==> config.mk <==
export PLATFORM = sky130hd
export DESIGN_NAME = draw_request_arbiter_flat
export DESIGN_NICKNAME = d
export VERILOG_FILES = /design/src/rtl/draw_request_arbiter_pkg.sv /design/src/rtl/draw_request_arbiter_if.sv /design/src/rtl/draw_request_arbiter_picker.sv /design/src/rtl/draw_request_arbiter.sv /design/src/flat_wrapper.sv
export SDC_FILE = /design/constraint.sdc
export NUM_CORES = 1
export LEC_CHECK = 0
export CAP_MARGIN = 5
export CORE_AREA = 8 8 186 188
export DETAILED_ROUTE_END_ITERATION = 8
export DIE_AREA = 0 0 194 196
export PLACE_DENSITY = 0.56
export SLEW_MARGIN = 25
export SYNTH_ARGS = -nofsm -noshare
export SYNTH_HDL_FRONTEND = slang
export SYNTH_SLANG_ARGS = --single-unit
==> constraint.sdc <==
create_clock -name clk -period 3.9 [get_ports clk]
set_input_delay 0.975 -clock clk [delete_from_list [all_inputs] [get_ports clk]]
set_output_delay 0.975 -clock clk [all_outputs]
set_load 0.05 [all_outputs]
==> src/rtl/draw_request_arbiter_pkg.sv <==
// Shared types and limits for the draw request arbiter.
package draw_arb_pkg;

  localparam int unsigned DRAW_COORD_W = 32;
  localparam int unsigned DRAW_COLOR_W = 32;
  localparam int unsigned DRAW_MAX_REQ = 8;

  typedef enum logic [2:0] {
    ST_IDLE,
    ST_ISSUE,
    ST_ADDR,
    ST_DATA,
    ST_FLIP
  } draw_arb_state_t;

endpackage

==> src/rtl/draw_request_arbiter_if.sv <==
// Requester, flip and memory-manager signals of the draw request arbiter.
interface draw_request_arbiter_if
  import draw_arb_pkg::*;
#(
  parameter int unsigned NUM_REQ = 4,
  parameter int unsigned COORD_W = DRAW_COORD_W,
  parameter int unsigned COLOR_W = DRAW_COLOR_W
);

  logic [NUM_REQ-1:0]         req;
  logic [NUM_REQ*COORD_W-1:0] req_x;
  logic [NUM_REQ*COORD_W-1:0] req_y;
  logic [NUM_REQ*COLOR_W-1:0] req_color;
  logic [NUM_REQ-1:0]         ack;
  logic                       flip_req;
  logic                       flip_ack;
  logic                       hready;
  logic                       enable;
  logic [COORD_W-1:0]         x;
  logic [COORD_W-1:0]         y;
  logic [COLOR_W-1:0]         color;
  logic                       flip_buffer;
  logic                       busy;

  // Arbiter side.
  modport master (
    input  req, req_x, req_y, req_color, flip_req, hready,
    output ack, flip_ack, enable, x, y, color, flip_buffer, busy
  );

  // Requester / memory-manager side.
  modport slave (
    output req, req_x, req_y, req_color, flip_req, hready,
    input  ack, flip_ack, enable, x, y, color, flip_buffer, busy
  );

endinterface

==> src/rtl/draw_request_arbiter_picker.sv <==
// Combinational picker: first pending request after the pointer, wrapping around.
module rr_priority_picker #(
  parameter int unsigned NUM_REQ = 4,
  localparam int unsigned IDX_W  = $clog2(NUM_REQ)
) (
  input  logic [NUM_REQ-1:0] req,
  input  logic [IDX_W-1:0]   ptr,
  output logic [NUM_REQ-1:0] grant,
  output logic               valid
);

  logic [IDX_W-1:0] idx;

  always_comb begin
    grant = '0;
    valid = 1'b0;
    idx   = '0;
    for (int unsigned off = 1; off <= NUM_REQ; off++) begin
      idx = IDX_W'((32'(ptr) + off) % NUM_REQ);
      if (!valid && req[idx]) begin
        grant[idx] = 1'b1;
        valid      = 1'b1;
      end
    end
  end

endmodule

==> src/rtl/draw_request_arbiter.sv <==
// Shares the framebuffer pixel-write path among drawing engines and serialises flips.
// Define DRAW_ARB_RR_EN for round-robin arbitration; otherwise lowest index wins.
module draw_request_arbiter
  import draw_arb_pkg::*;
#(
  parameter int unsigned NUM_REQ = 4,
  parameter int unsigned COORD_W = DRAW_COORD_W,
  parameter int unsigned COLOR_W = DRAW_COLOR_W
) (
  input logic                   clk,
  input logic                   n_rst,
  draw_request_arbiter_if.master bus
);

  localparam int unsigned IDX_W = $clog2(NUM_REQ);

  if (NUM_REQ < 2 || NUM_REQ > DRAW_MAX_REQ) begin : g_bad_num_req
    $error("draw_request_arbiter: NUM_REQ out of range");
  end

  draw_arb_state_t    state_q, state_d;
  logic [NUM_REQ-1:0] gnt_q, gnt_d;
  logic [COORD_W-1:0] x_q, x_d, y_q, y_d;
  logic [COLOR_W-1:0] color_q, color_d;

  logic [NUM_REQ-1:0] pick_gnt;
  logic               pick_vld;
  logic [IDX_W-1:0]   pick_ptr;

`ifdef DRAW_ARB_RR_EN
  logic [IDX_W-1:0] ptr_q, ptr_d, gnt_idx;

  always_comb begin
    gnt_idx = '0;
    for (int unsigned i = 0; i < NUM_REQ; i++) begin
      if (gnt_q[i]) gnt_idx = IDX_W'(i);
    end
  end

  always_comb begin
    ptr_d = ptr_q;
    if (state_q == ST_ISSUE) ptr_d = gnt_idx;
  end

  always_ff @(posedge clk or negedge n_rst) begin
    if (!n_rst) ptr_q <= IDX_W'(NUM_REQ - 1);
    else        ptr_q <= ptr_d;
  end

  assign pick_ptr = ptr_q;
`else
  // Pointer parked at the top index makes the search start at requester 0.
  assign pick_ptr = IDX_W'(NUM_REQ - 1);
`endif

  rr_priority_picker #(.NUM_REQ(NUM_REQ)) u_picker (
    .req   (bus.req),
    .ptr   (pick_ptr),
    .grant (pick_gnt),
    .valid (pick_vld)
  );

  // Next state; grant and pixel payload are latched only when leaving IDLE for ISSUE.
  always_comb begin
    state_d = state_q;
    gnt_d   = gnt_q;
    x_d     = x_q;
    y_d     = y_q;
    color_d = color_q;
    case (state_q)
      ST_IDLE: begin
        if (bus.flip_req) begin
          state_d = ST_FLIP;
        end else if (pick_vld) begin
          state_d = ST_ISSUE;
          gnt_d   = pick_gnt;
          for (int unsigned i = 0; i < NUM_REQ; i++) begin
            if (pick_gnt[i]) begin
              x_d     = bus.req_x[i*COORD_W +: COORD_W];
              y_d     = bus.req_y[i*COORD_W +: COORD_W];
              color_d = bus.req_color[i*COLOR_W +: COLOR_W];
            end
          end
        end
      end
      ST_ISSUE: state_d = ST_ADDR;
      ST_ADDR:  state_d = ST_DATA;
      ST_DATA:  if (bus.hready) state_d = ST_IDLE;
      ST_FLIP:  state_d = ST_IDLE;
      default:  state_d = ST_IDLE;
    endcase
  end

  always_ff @(posedge clk or negedge n_rst) begin
    if (!n_rst) begin
      state_q <= ST_IDLE;
      gnt_q   <= '0;
      x_q     <= '0;
      y_q     <= '0;
      color_q <= '0;
    end else begin
      state_q <= state_d;
      gnt_q   <= gnt_d;
      x_q     <= x_d;
      y_q     <= y_d;
      color_q <= color_d;
    end
  end

  // Strobes decode straight from the state register.
  assign bus.enable      = (state_q == ST_ISSUE);
  assign bus.ack         = (state_q == ST_ISSUE) ? gnt_q : '0;
  assign bus.flip_buffer = (state_q == ST_FLIP);
  assign bus.flip_ack    = (state_q == ST_FLIP);
  assign bus.busy        = (state_q != ST_IDLE);
  assign bus.x           = x_q;
  assign bus.y           = y_q;
  assign bus.color       = color_q;

endmodule

==> src/flat_wrapper.sv <==
// flat-port wrapper written by rule: the top's interface ports become plain ports
module draw_request_arbiter_flat import draw_arb_pkg::*;
#(
  parameter int unsigned NUM_REQ = 4,
  parameter int unsigned COORD_W = DRAW_COORD_W,
  parameter int unsigned COLOR_W = DRAW_COLOR_W
)
  (clk, n_rst, bus_req, bus_req_x, bus_req_y, bus_req_color, bus_flip_req, bus_hready, bus_ack, bus_flip_ack, bus_enable, bus_x, bus_y, bus_color, bus_flip_buffer, bus_busy);
  draw_request_arbiter_if #(.NUM_REQ(NUM_REQ), .COORD_W(COORD_W), .COLOR_W(COLOR_W)) bus_i ();
  input logic clk;
  input logic n_rst;
  input wire logic [$bits(bus_i.req)-1:0] bus_req;
  input wire logic [$bits(bus_i.req_x)-1:0] bus_req_x;
  input wire logic [$bits(bus_i.req_y)-1:0] bus_req_y;
  input wire logic [$bits(bus_i.req_color)-1:0] bus_req_color;
  input wire logic [$bits(bus_i.flip_req)-1:0] bus_flip_req;
  input wire logic [$bits(bus_i.hready)-1:0] bus_hready;
  output wire logic [$bits(bus_i.ack)-1:0] bus_ack;
  output wire logic [$bits(bus_i.flip_ack)-1:0] bus_flip_ack;
  output wire logic [$bits(bus_i.enable)-1:0] bus_enable;
  output wire logic [$bits(bus_i.x)-1:0] bus_x;
  output wire logic [$bits(bus_i.y)-1:0] bus_y;
  output wire logic [$bits(bus_i.color)-1:0] bus_color;
  output wire logic [$bits(bus_i.flip_buffer)-1:0] bus_flip_buffer;
  output wire logic [$bits(bus_i.busy)-1:0] bus_busy;
  assign bus_i.req = bus_req;
  assign bus_i.req_x = bus_req_x;
  assign bus_i.req_y = bus_req_y;
  assign bus_i.req_color = bus_req_color;
  assign bus_i.flip_req = bus_flip_req;
  assign bus_i.hready = bus_hready;
  assign bus_ack = bus_i.ack;
  assign bus_flip_ack = bus_i.flip_ack;
  assign bus_enable = bus_i.enable;
  assign bus_x = bus_i.x;
  assign bus_y = bus_i.y;
  assign bus_color = bus_i.color;
  assign bus_flip_buffer = bus_i.flip_buffer;
  assign bus_busy = bus_i.busy;
  draw_request_arbiter #(.NUM_REQ(NUM_REQ), .COORD_W(COORD_W), .COLOR_W(COLOR_W)) u_core (.clk(clk), .n_rst(n_rst), .bus(bus_i));
endmodule
==> metrics.txt <==
first-pass GRT wire length=~56 mm; H-tree levels=3; Worst Path Arrival=2.36 ns; Static Leak=5.34 nW; HP Class=reg2reg; Gate power share=0.600; mapped cell area=6910 um^2; most common cell after layout, fill and taps aside=clkdlybuf4s50_1; period utilization=0.855; fin area=about 12000 um^2; largest net degree at the start of global routing=around 160; R2R depth=5; CP Capture Type=output port; Post CTS Setup Buffer Count=0; share of the synthesized area in the top cell type=0.373; WHS Path Cells=2; FF+latch count, synth=103; Initial Utilization=0.217; slowest CP cell=clkdlybuf4s50_1; Final Max Tran Viols=0; DR WL/cell=21.8 um; Compound-Gate Fraction of Synth Area=0.444; NumNets Final=1724; largest family of logic cells by synthesized area=compound AO/OA/AOI/OAI gates; RSZ-0062 raised after global routing=no; Post-Synth Adder-Cell Area=0; die area=38000 um^2; r2r setup slk=1.49 ns; final hold viol count=0; CTS tree=built; die width=about 190 um; cts repair resizes=0; Post-Syn Nets=1296; MaxCap Viol Count=0; Slew @ Worst Pin=0.988 ns; global placement routability congestion=roughly 0.82; core area=31900 um^2; Syn. warnings=0; remaining global-route overflow=0; CP max stage delay=0.94 ns; Seq/Total Area, Yosys=0.373; simple-gate share of the synthesized area=0.0730; vias in the first global route=8923; Setup Skew=0.0167 ns; number of flops mapped to enable cells by yosys=0; layout cell share with drive strength beyond 1=0.0359; Post-synth top flop=dfrtp_1; I/O pin count=496; Int Pwr=0.00354 W; vias=around 8500; drt pass-1 iters=5; Port Buf Inserts=about 500; critical-path cell list=nor3b_1 > clkdlybuf4s50_1; hpwl dp=27.9 mm; TritonCTS Buffers=9; Mean Syn Cell Area=7.64 um^2; Worst-path clk slew=0.08 ns; die height=~200 um; slew margin rel.=0.342; nature of the critical path startpoint=flip-flop; WS Path Type=reg2out; clk sinks=a little over 100; PwrDens=around 560 nW/um^2; status=finished clean; DRT antenna net count=0; Site Rows=66; Syn Inst Count=904; final wirelength=38.0 mm; P&R area growth vs syn=80.9%; switch share=0.489; crit path max fanout=8; most frequent cells in the layout=486 x clkdlybuf4s50_1, 103 x dfrtp_1, 100 x nand2_1; top post-synthesis cells by area=dfrtp_1 37%, a211o_1 12%, a22oi_1 10%; Iter 0 DRT Violations=534; final number of setup-violating endpoints=0; fmax=300 MHz; Synth cell types=30; Tmin final=3.34 ns; Switching Power=0.00340 W; Root Driver=clkbuf_16; Clk pwr share=0.139; post-synthesis mux area share=0; Max clock buf depth=2; asr flop ratio synth=1.00; Yosys top cell by area=dfrtp_1; worst skew pair latency=0.35 ns; Area after DPL=12200 um^2; VDD IR-drop max=0.286 mV; sequential power share=0.260; Req. time, crit path=2.92 ns; setup TNS=0 ns; hold buffers post-CTS=0; Min Hold Slack=0.469 ns; total global-route track usage=0.190; initial antenna violation count=0; drt drc=0; antenna cells=0; Post-Synth XOR/XNOR Area=0; via/cell ratio=4.89
worst paths after layout:
| check | endpoint | startpoint |
|---|---|---|
| setup reg to reg | u_core.bus.y[5] | u_core.state_q[0] |
| hold reg to reg | u_core.gnt_q[0] | u_core.gnt_q[0] |
| max in group asynchronous | u_core.bus.y[4] | n_rst |
| hold / removal | u_core.gnt_q[0] | u_core.gnt_q[0] |
| setup / recovery | bus_flip_buffer | u_core.state_q[0] |
| min in group asynchronous | u_core.bus.x[21] | n_rst |
layer usage:
layer | global-route usage | wire (um)
met1 | 0.225 | 15500
met2 | 0.332 | 19000
met3 | 0.0481 | 2610
met4 | 0.0603 | 860
met5 | 0 | 0
power groups by stage:
stage / sequential, W / clock, W / combinational, W
finish: 0.00181 / 0.000966 / 0.00417
global route: 0.00187 / 0.00104 / 0.00442
CTS: 0.00181 / 0.00101 / 0.00421
detailed placement: 0.00182 / 0 / 0.00421
global placement: 0.00180 / 0 / 0.00418
floorplan: 0.00333 / 0 / 0.000922
worst max-delay path: cells and delay by family (launching register included):
| family | cells | cell delay [ns] |
|---|---|---|
| buffers and inverters | 1 | 0.94 |
| flip-flops | 1 | 0.46 |
| AND/OR/NAND/NOR | 1 | 0.61 |
flip-flops by register name, indices dropped and copies added, names as in the netlist:
| signal | count |
|---|---|
| u_core.bus.y | 32 |
| u_core.bus.x | 32 |
| u_core.state_q | 3 |
| u_core.gnt_q | 4 |
| u_core.bus.color | 32 |
cell usage after synthesis (2+ instances only):
| cell type | number |
|---|---|
| dfrtp_1 | 103 |
| o21ai_1 | 98 |
| a22oi_1 | 96 |
| buf_4 | 4 |
| o21ai_0 | 95 |
| nor2_1 | 4 |
| inv_1 | 97 |
| clkbuf_1 | 74 |
| nand2_1 | 101 |
| buf_2 | 9 |
| o21bai_1 | 2 |
| a211o_1 | 96 |
| and2_1 | 4 |
| a21oi_1 | 98 |
| nor3b_1 | 2 |
| buf_1 | 7 |
kinds of logic (layout without fill, tap and decap cells):
kind of cell,count (synthesis),after routing
buffers and inverters,193,625
AO/OA/AOI/OAI,489,489
flip-flops,103,103
AND/OR/NAND/NOR,119,119
area by class of cell:
class	instances	area, um^2
Clock buffer	11	243
Clock inverter	4	55.1
Fill cell	3304	19400
Inverter	97	364
Multi-Input combinational cell	608	3600
Sequential cell	103	2580
Tap cell	408	510
Timing Repair Buffer	513	5150
stage by stage:
stage | total power [W] | util | worst slack [ns] | instances
floorplan | 0.00425 | - | 0.599 | 904
global placement | 0.00599 | 0.383 | 0.797 | 1729
detailed placement | 0.00603 | 0.383 | 0.727 | 1729
CTS | 0.00703 | 0.392 | 0.555 | 1744
global route | 0.00733 | 0.392 | 0.498 | 1744
finish | 0.00694 | 0.392 | 0.564 | 1744
Power figures use the tool's default switching activity.
